## config.mk

```make
export PLATFORM = sky130hd
export DESIGN_NAME = stopwatch_ctrl
export DESIGN_NICKNAME = d
export VERILOG_FILES = /design/src/rtl/stopwatch_ctrl.sv
export SDC_FILE = /design/constraint.sdc
export NUM_CORES = 1
export LEC_CHECK = 0
export ABC_CLOCK_PERIOD_IN_PS = 3000
export CAP_MARGIN = 20
export CORE_UTILIZATION = 63
export CTS_BUF_LIST = sky130_fd_sc_hd__clkbuf_2
export DETAILED_ROUTE_END_ITERATION = 8
export PLACE_DENSITY = 0.88
export SYNTH_ARGS = -nofsm -noshare
export SYNTH_HDL_FRONTEND = slang
export SYNTH_SLANG_ARGS = --single-unit
```

## constraint.sdc

```tcl
create_clock -name clk_in -period 3 [get_ports clk_in]
set_clock_uncertainty 0.05 [all_clocks]
set_input_delay 0.6 -clock clk_in [delete_from_list [all_inputs] [get_ports clk_in]]
set_output_delay 0.6 -clock clk_in [all_outputs]
set_load 0.005 [all_outputs]
```

## src/rtl/stopwatch_ctrl.sv

```systemverilog
// SS.CC stopwatch sequencer: synchronizes the 100 Hz divider output, counts BCD centiseconds, runs IDLE/RUN/LAP/PAUSE/DONE.
// Count moves 3 clk_in edges after a sampled 100 Hz rising edge; one-cycle button pulses, no backpressure.
module stopwatch_ctrl #(
  parameter int SEC_MAX     = 59,
  parameter int SYNC_STAGES = 2
) (
  input  logic       clk_in,
  input  logic       rst,
  input  logic       clk_100hz,
  input  logic       btn_start_stop,
  input  logic       btn_lap,
  input  logic       btn_clear,
  output logic [3:0] sec_tens,
  output logic [3:0] sec_ones,
  output logic [3:0] csec_tens,
  output logic [3:0] csec_ones,
  output logic       running,
  output logic       lap_active,
  output logic       overflow
);

  typedef enum logic [2:0] {
    ST_IDLE  = 3'd0,
    ST_RUN   = 3'd1,
    ST_LAP   = 3'd2,
    ST_PAUSE = 3'd3,
    ST_DONE  = 3'd4
  } state_t;

  typedef struct packed {
    logic [3:0] st;
    logic [3:0] so;
    logic [3:0] ct;
    logic [3:0] co;
  } bcd_t;

  localparam bcd_t CNT_MAX = '{st: 4'(SEC_MAX / 10), so: 4'(SEC_MAX % 10), ct: 4'd9, co: 4'd9};

  function automatic bcd_t bcd_inc(input bcd_t v);
    bcd_t r;
    r = v;
    if (v.co != 4'd9) begin
      r.co = v.co + 4'd1;
    end else begin
      r.co = 4'd0;
      if (v.ct != 4'd9) begin
        r.ct = v.ct + 4'd1;
      end else begin
        r.ct = 4'd0;
        if (v.so != 4'd9) begin
          r.so = v.so + 4'd1;
        end else begin
          r.so = 4'd0;
          r.st = v.st + 4'd1;
        end
      end
    end
    return r;
  endfunction

  state_t                 state_q, state_d;
  bcd_t                   cnt_q, cnt_d;
  bcd_t                   lap_q, lap_d;
  logic [SYNC_STAGES-1:0] sync_q, sync_d;
  logic [SYNC_STAGES-1:0] sync_vld_q, sync_vld_d;
  logic                   sync_prev_q, sync_prev_d;
  logic                   armed_q, armed_d;
  logic                   tick_q, tick_d;
  logic                   running_q, running_d;
  logic                   lap_active_q, lap_active_d;
  logic                   overflow_q, overflow_d;

  logic synced;
  logic counting;
  logic at_max;
  logic clear_act, start_act, lap_act;
  bcd_t disp;

  // Edge detection; armed only once the chain has seen a genuine low after reset,
  // so a level already high at reset release never produces a tick.
  always_comb begin
    sync_d      = {sync_q[SYNC_STAGES-2:0], clk_100hz};
    sync_vld_d  = {sync_vld_q[SYNC_STAGES-2:0], 1'b1};
    synced      = sync_q[SYNC_STAGES-1];
    sync_prev_d = synced;
    armed_d     = armed_q | (sync_vld_q[SYNC_STAGES-1] & ~synced);
    tick_d      = armed_q & synced & ~sync_prev_q;
  end

  always_comb begin
    clear_act = btn_clear;
    start_act = btn_start_stop & ~btn_clear;
    lap_act   = btn_lap & ~btn_clear & ~btn_start_stop;
    counting  = (state_q == ST_RUN) || (state_q == ST_LAP);
    at_max    = (cnt_q == CNT_MAX);

    cnt_d = cnt_q;
    if (tick_q && counting && !at_max) begin
      cnt_d = bcd_inc(cnt_q);
    end

    state_d = state_q;
    lap_d   = lap_q;
    unique case (state_q)
      ST_IDLE: begin
        if (start_act) state_d = ST_RUN;
      end
      ST_RUN: begin
        if (start_act) begin
          state_d = ST_PAUSE;
        end else if (lap_act) begin
          state_d = ST_LAP;
          lap_d   = cnt_d;
        end
      end
      ST_LAP: begin
        if (start_act) state_d = ST_PAUSE;
        else if (lap_act) state_d = ST_RUN;
      end
      ST_PAUSE: begin
        if (clear_act) begin
          state_d = ST_IDLE;
          cnt_d   = '0;
        end else if (start_act) begin
          state_d = ST_RUN;
        end
      end
      ST_DONE: begin
        if (clear_act) begin
          state_d = ST_IDLE;
          cnt_d   = '0;
        end
      end
      default: state_d = ST_IDLE;
    endcase

    // Saturation outranks any button acting in the same cycle.
    if (tick_q && counting && at_max) begin
      state_d = ST_DONE;
    end

    running_d    = (state_d == ST_RUN) || (state_d == ST_LAP);
    lap_active_d = (state_d == ST_LAP);
    overflow_d   = (state_d == ST_DONE);
  end

  always_ff @(posedge clk_in or negedge rst) begin
    if (!rst) begin
      state_q      <= ST_IDLE;
      cnt_q        <= '0;
      lap_q        <= '0;
      sync_q       <= '0;
      sync_vld_q   <= '0;
      sync_prev_q  <= 1'b0;
      armed_q      <= 1'b0;
      tick_q       <= 1'b0;
      running_q    <= 1'b0;
      lap_active_q <= 1'b0;
      overflow_q   <= 1'b0;
    end else begin
      state_q      <= state_d;
      cnt_q        <= cnt_d;
      lap_q        <= lap_d;
      sync_q       <= sync_d;
      sync_vld_q   <= sync_vld_d;
      sync_prev_q  <= sync_prev_d;
      armed_q      <= armed_d;
      tick_q       <= tick_d;
      running_q    <= running_d;
      lap_active_q <= lap_active_d;
      overflow_q   <= overflow_d;
    end
  end

  always_comb begin
    disp = lap_active_q ? lap_q : cnt_q;
  end

  assign sec_tens   = disp.st;
  assign sec_ones   = disp.so;
  assign csec_tens  = disp.ct;
  assign csec_ones  = disp.co;
  assign running    = running_q;
  assign lap_active = lap_active_q;
  assign overflow   = overflow_q;

  a_cnt_bcd: assert property (@(posedge clk_in) disable iff (!rst)
    (cnt_q.co <= 4'd9) && (cnt_q.ct <= 4'd9) && (cnt_q.so <= 4'd9) && (cnt_q.st <= 4'd9));

endmodule

```

==> impl_metrics.py <==
metrics = {
    "place": {
        "placedCellCount": 293,
        "dpl_worst_slack_ps": 479,
        "place.gp.congestion": 0.785,
        "post_dp_cell_area_um2": 2600,
        "portBuffers": 24,
        "dp_hpwl_um": 3070,
    },
    "finish": {
        "area_delta_synth_final_pct": 12.7,
        "multi_input_area_um2": 1130,
        "finalNonFillerCells": 301,
        "n_antenna_cell": 0,
        "n_fill_cell": 249,
        "drive_above_1_share": 0.129,
        "finalInstanceArea_um2": 2640,
        "regArea_um2": 1130,
        "fin_nets": 262,
    },
    "setup_path": {
        "worstReg2RegStart": "state_q[1]",
        "crit_required_ps": 2350,
        "critPathKind": "register to output port",
        "rrSetupSlack_ps": 770,
        "cp_slowest_cell": "dfrtp_1",
        "crit_path_max_incr_delay_ps": 900,
        "crit_buf_inv": 1,
        "crit_chain": "mux2_2 -> clkdlybuf4s50_1",
        "crit_family": "flip-flops",
        "worstPathArrival_ps": 2160,
        "cp-start-kind": "register",
        "r2r_cells": 4,
        "worst-path-max-fanout": 21,
        "endpoint_kind": "output port",
        "r2r_end": "lap_q[9]",
    },
    "cts": {
        "cts_setup_buffers": 0,
        "htree_levels": 2,
        "tritoncts": "done",
        "ctsResizeCount": 0,
        "clockRootBuffer": "clkbuf_2",
        "clock_sinks": 45,
        "cts_buffer_depth": 2,
        "clkTransAtPathRegs_ps": 220,
        "cts_buffers": 5,
        "clock_latency_ps": 410,
        "cts_hold_buf": 0,
    },
    "timing": {
        "finalSetupTns_ps": 0,
        "fin_crit_ps": 2810,
        "rsz0062_at_grt": "no",
        "fin_crit_sh": 0.937,
        "finalHoldViolations": 0,
        "setup_viol": 0,
        "max_freq_mhz": 356,
        "tightest_slew_ps": 953,
        "maxSlewViolCount": 0,
        "final.setup.worst_slack_ps": 188,
        "slew-limit-headroom": 0.365,
    },
    "global_route": {
        "grt_max_degree": 46,
        "grt_pass1_vias": 1649,
        "grt_pass1_wl_um": 7810,
        "grt_use_total": 0.250,
        "antenna_found_initial": 0,
        "grt.overflow.total": 0,
    },
    "floorplanning": {
        "ioPinCount": 25,
        "die_x_um": 63.0,
        "start_util": 0.681,
        "die-area_um2": 3970,
        "rows": 21,
        "core_um2": 3440,
        "dieHeight_um": 63.0,
    },
    "route": {
        "drcViolationCount": 0,
        "antenna_left": 0,
        "route.vias.total": 1831,
        "wl_per_cell_um": 14.9,
        "wirelength_um": 4490,
        "dr.pass1.iters": 4,
        "drtIter0Drc": 183,
        "avgViaCountPerCell": 6.08,
    },
    "synth": {
        "synth.area.top_cells": "dfrtp_1 48%, mux2_2 6.2%, a21oi_1 4.3%",
        "synthDistinctLibCells": 53,
        "syn_avg_cell_area_um2": 10.1,
        "synth_nets": 239,
        "yosys_warnings": 0,
        "ys_ff_latch": 45,
        "syn_area_um2": 2340,
        "postSynthCellCount": 231,
        "async_flop_share": 1.00,
        "yosys.area.top_type_share": 0.481,
        "yosysTopAreaCell": "dfrtp_1",
        "synthFlopType": "dfrtp_1",
        "ys_seq_area_frac": 0.481,
        "synth_edf_count": 0,
    },
    "power_and_ir_drop": {
        "leakagePower_nw": 1.08,
        "ir_worst_vdd_uv": 478,
        "power.total_mw": 1.72,
        "power_density_nw_per_um2": 652,
    },
    "worst_hold_path": {
        "hold_path.class": "primary input to async pin",
    },
    "job": {
        "cap_violations": 0,
    },
    "status": {
        "outcome": "finished clean",
    },
}
==> flip-flops by register name, indices dropped and copies added (netlist names) <==
signal	flops
cnt_q	16
tick_q	1
overflow	1
sync_q	2
armed_q	1
lap_q	16
sync_vld_q	2
state_q	3
lap_active	1
sync_prev_q	1
running	1
==> final cells by class <==
| class | count | share of cell area |
|---|---|---|
| inverter | 6 | 0.00853 |
| timing repair buffer | 27 | 0.0976 |
| sequential | 45 | 0.426 |
| tap | 46 | 0.0218 |
| clock inverter | 3 | 0.00663 |
| clock buffer | 5 | 0.00947 |
| multi-input combinational | 169 | 0.430 |
==> synth_stat cells, types with 2 or more instances <==
| cell type | n |
|---|---|
| nor2b_1 | 5 |
| and3_1 | 2 |
| or4_1 | 4 |
| mux2_2 | 13 |
| xnor2_1 | 2 |
| nand3_1 | 5 |
| o211ai_1 | 3 |
| nand2b_1 | 2 |
| and3b_1 | 3 |
| o21ai_1 | 2 |
| nor3_1 | 4 |
| buf_6 | 2 |
| nand3b_1 | 3 |
| a21o_1 | 2 |
| ha_1 | 2 |
| o31ai_1 | 5 |
| dfrtp_1 | 45 |
| nor2_1 | 16 |
| or3_1 | 4 |
| o21ai_0 | 16 |
| and2_1 | 2 |
| inv_1 | 6 |
| buf_2 | 3 |
| a31oi_1 | 7 |
| mux2i_1 | 2 |
| nor4b_1 | 2 |
| clkbuf_1 | 6 |
| nand2_1 | 19 |
| a21oi_1 | 20 |
==> stage by stage <==
stage               hold WS, ps  utilization
floorplan                   254            -
global placement            284        0.755
detailed placement          286        0.755
CTS                         273        0.767
global route                323        0.767
finish                      251        0.767
==> metal layers <==
metal / vias up / part of all wire / GRT usage
met2: 51 / 0.46 / 0.382
met4: 0 / 0.013 / 0.0785
met5: - / 0 / 0
met1: 876 / 0.48 / 0.360
met3: 7 / 0.041 / 0.0474
li1: 897 / - / -
==> how the worst max path moves through the flow <==
stage,startpoint,end,slack [ps],cells after the start
floorplan,btn_clear,lap_q[4],1240,4
global placement,btn_clear,lap_q[4],540,4
detailed placement,btn_clear,lap_q[7],480,6
CTS,lap_active,csec_tens[0],170,2
global route,lap_active,csec_tens[0],90,2
finish,lap_active,csec_tens[0],190,2
==> worst register-to-register path, delay by kind of cell (launching register included) <==
family	cells	cell delay, ps
AND/OR/NAND/NOR	2	950
flip-flops	1	640
XOR/XNOR	1	350
AO/OA/AOI/OAI	1	190
==> cell families after synthesis <==
| logic type | count (synthesis) | share of synthesized area |
|---|---|---|
| and+or+nand+nor | 85 | 0.218 |
| AOI/OAI and AO/OA | 63 | 0.163 |
| DFF | 45 | 0.481 |
| buffers and inverters | 17 | 0.0352 |
| muxes | 15 | 0.0710 |
| xor gates and xnor gates | 3 | 0.0192 |
| adders and majority gates | 2 | 0.0107 |
| other | 1 | 0.00160 |
==> power by group <==
part | total, mW | leakage, nW | internal [mW] | switching, mW
Clock | 0.245 | 0.0287 | 0.0544 | 0.190
Combinational | 0.567 | 0.473 | 0.315 | 0.252
Sequential | 0.911 | 0.583 | 0.744 | 0.167
==> cells in the final DEF, fill, tap and decap left out, types with 2 or more instances in the layout <==
cell type and count:
dfrtp_1 45, clkdlybuf4s50_1 23, a21oi_1 20, nand2_1 19, nor2_1 16, o21ai_0 16, mux2_2 13, a31oi_1 7
inv_1 6, nor2b_1 5, o31ai_1 5, nand3_1 5, clkbuf_2 5, or4_1 4, or3_1 4, nor3_1 4
nand3b_1 3, and3b_1 3, o211ai_1 3, buf_4 3, and2_1 2, nand2b_1 2, mux2i_1 2, xnor2_1 2
nor4b_1 2, and3_1 2, a21o_1 2, o21ai_1 2, ha_1 2, clkinv_2 2
No activity file was read; power rests on OpenSTA's default activity.
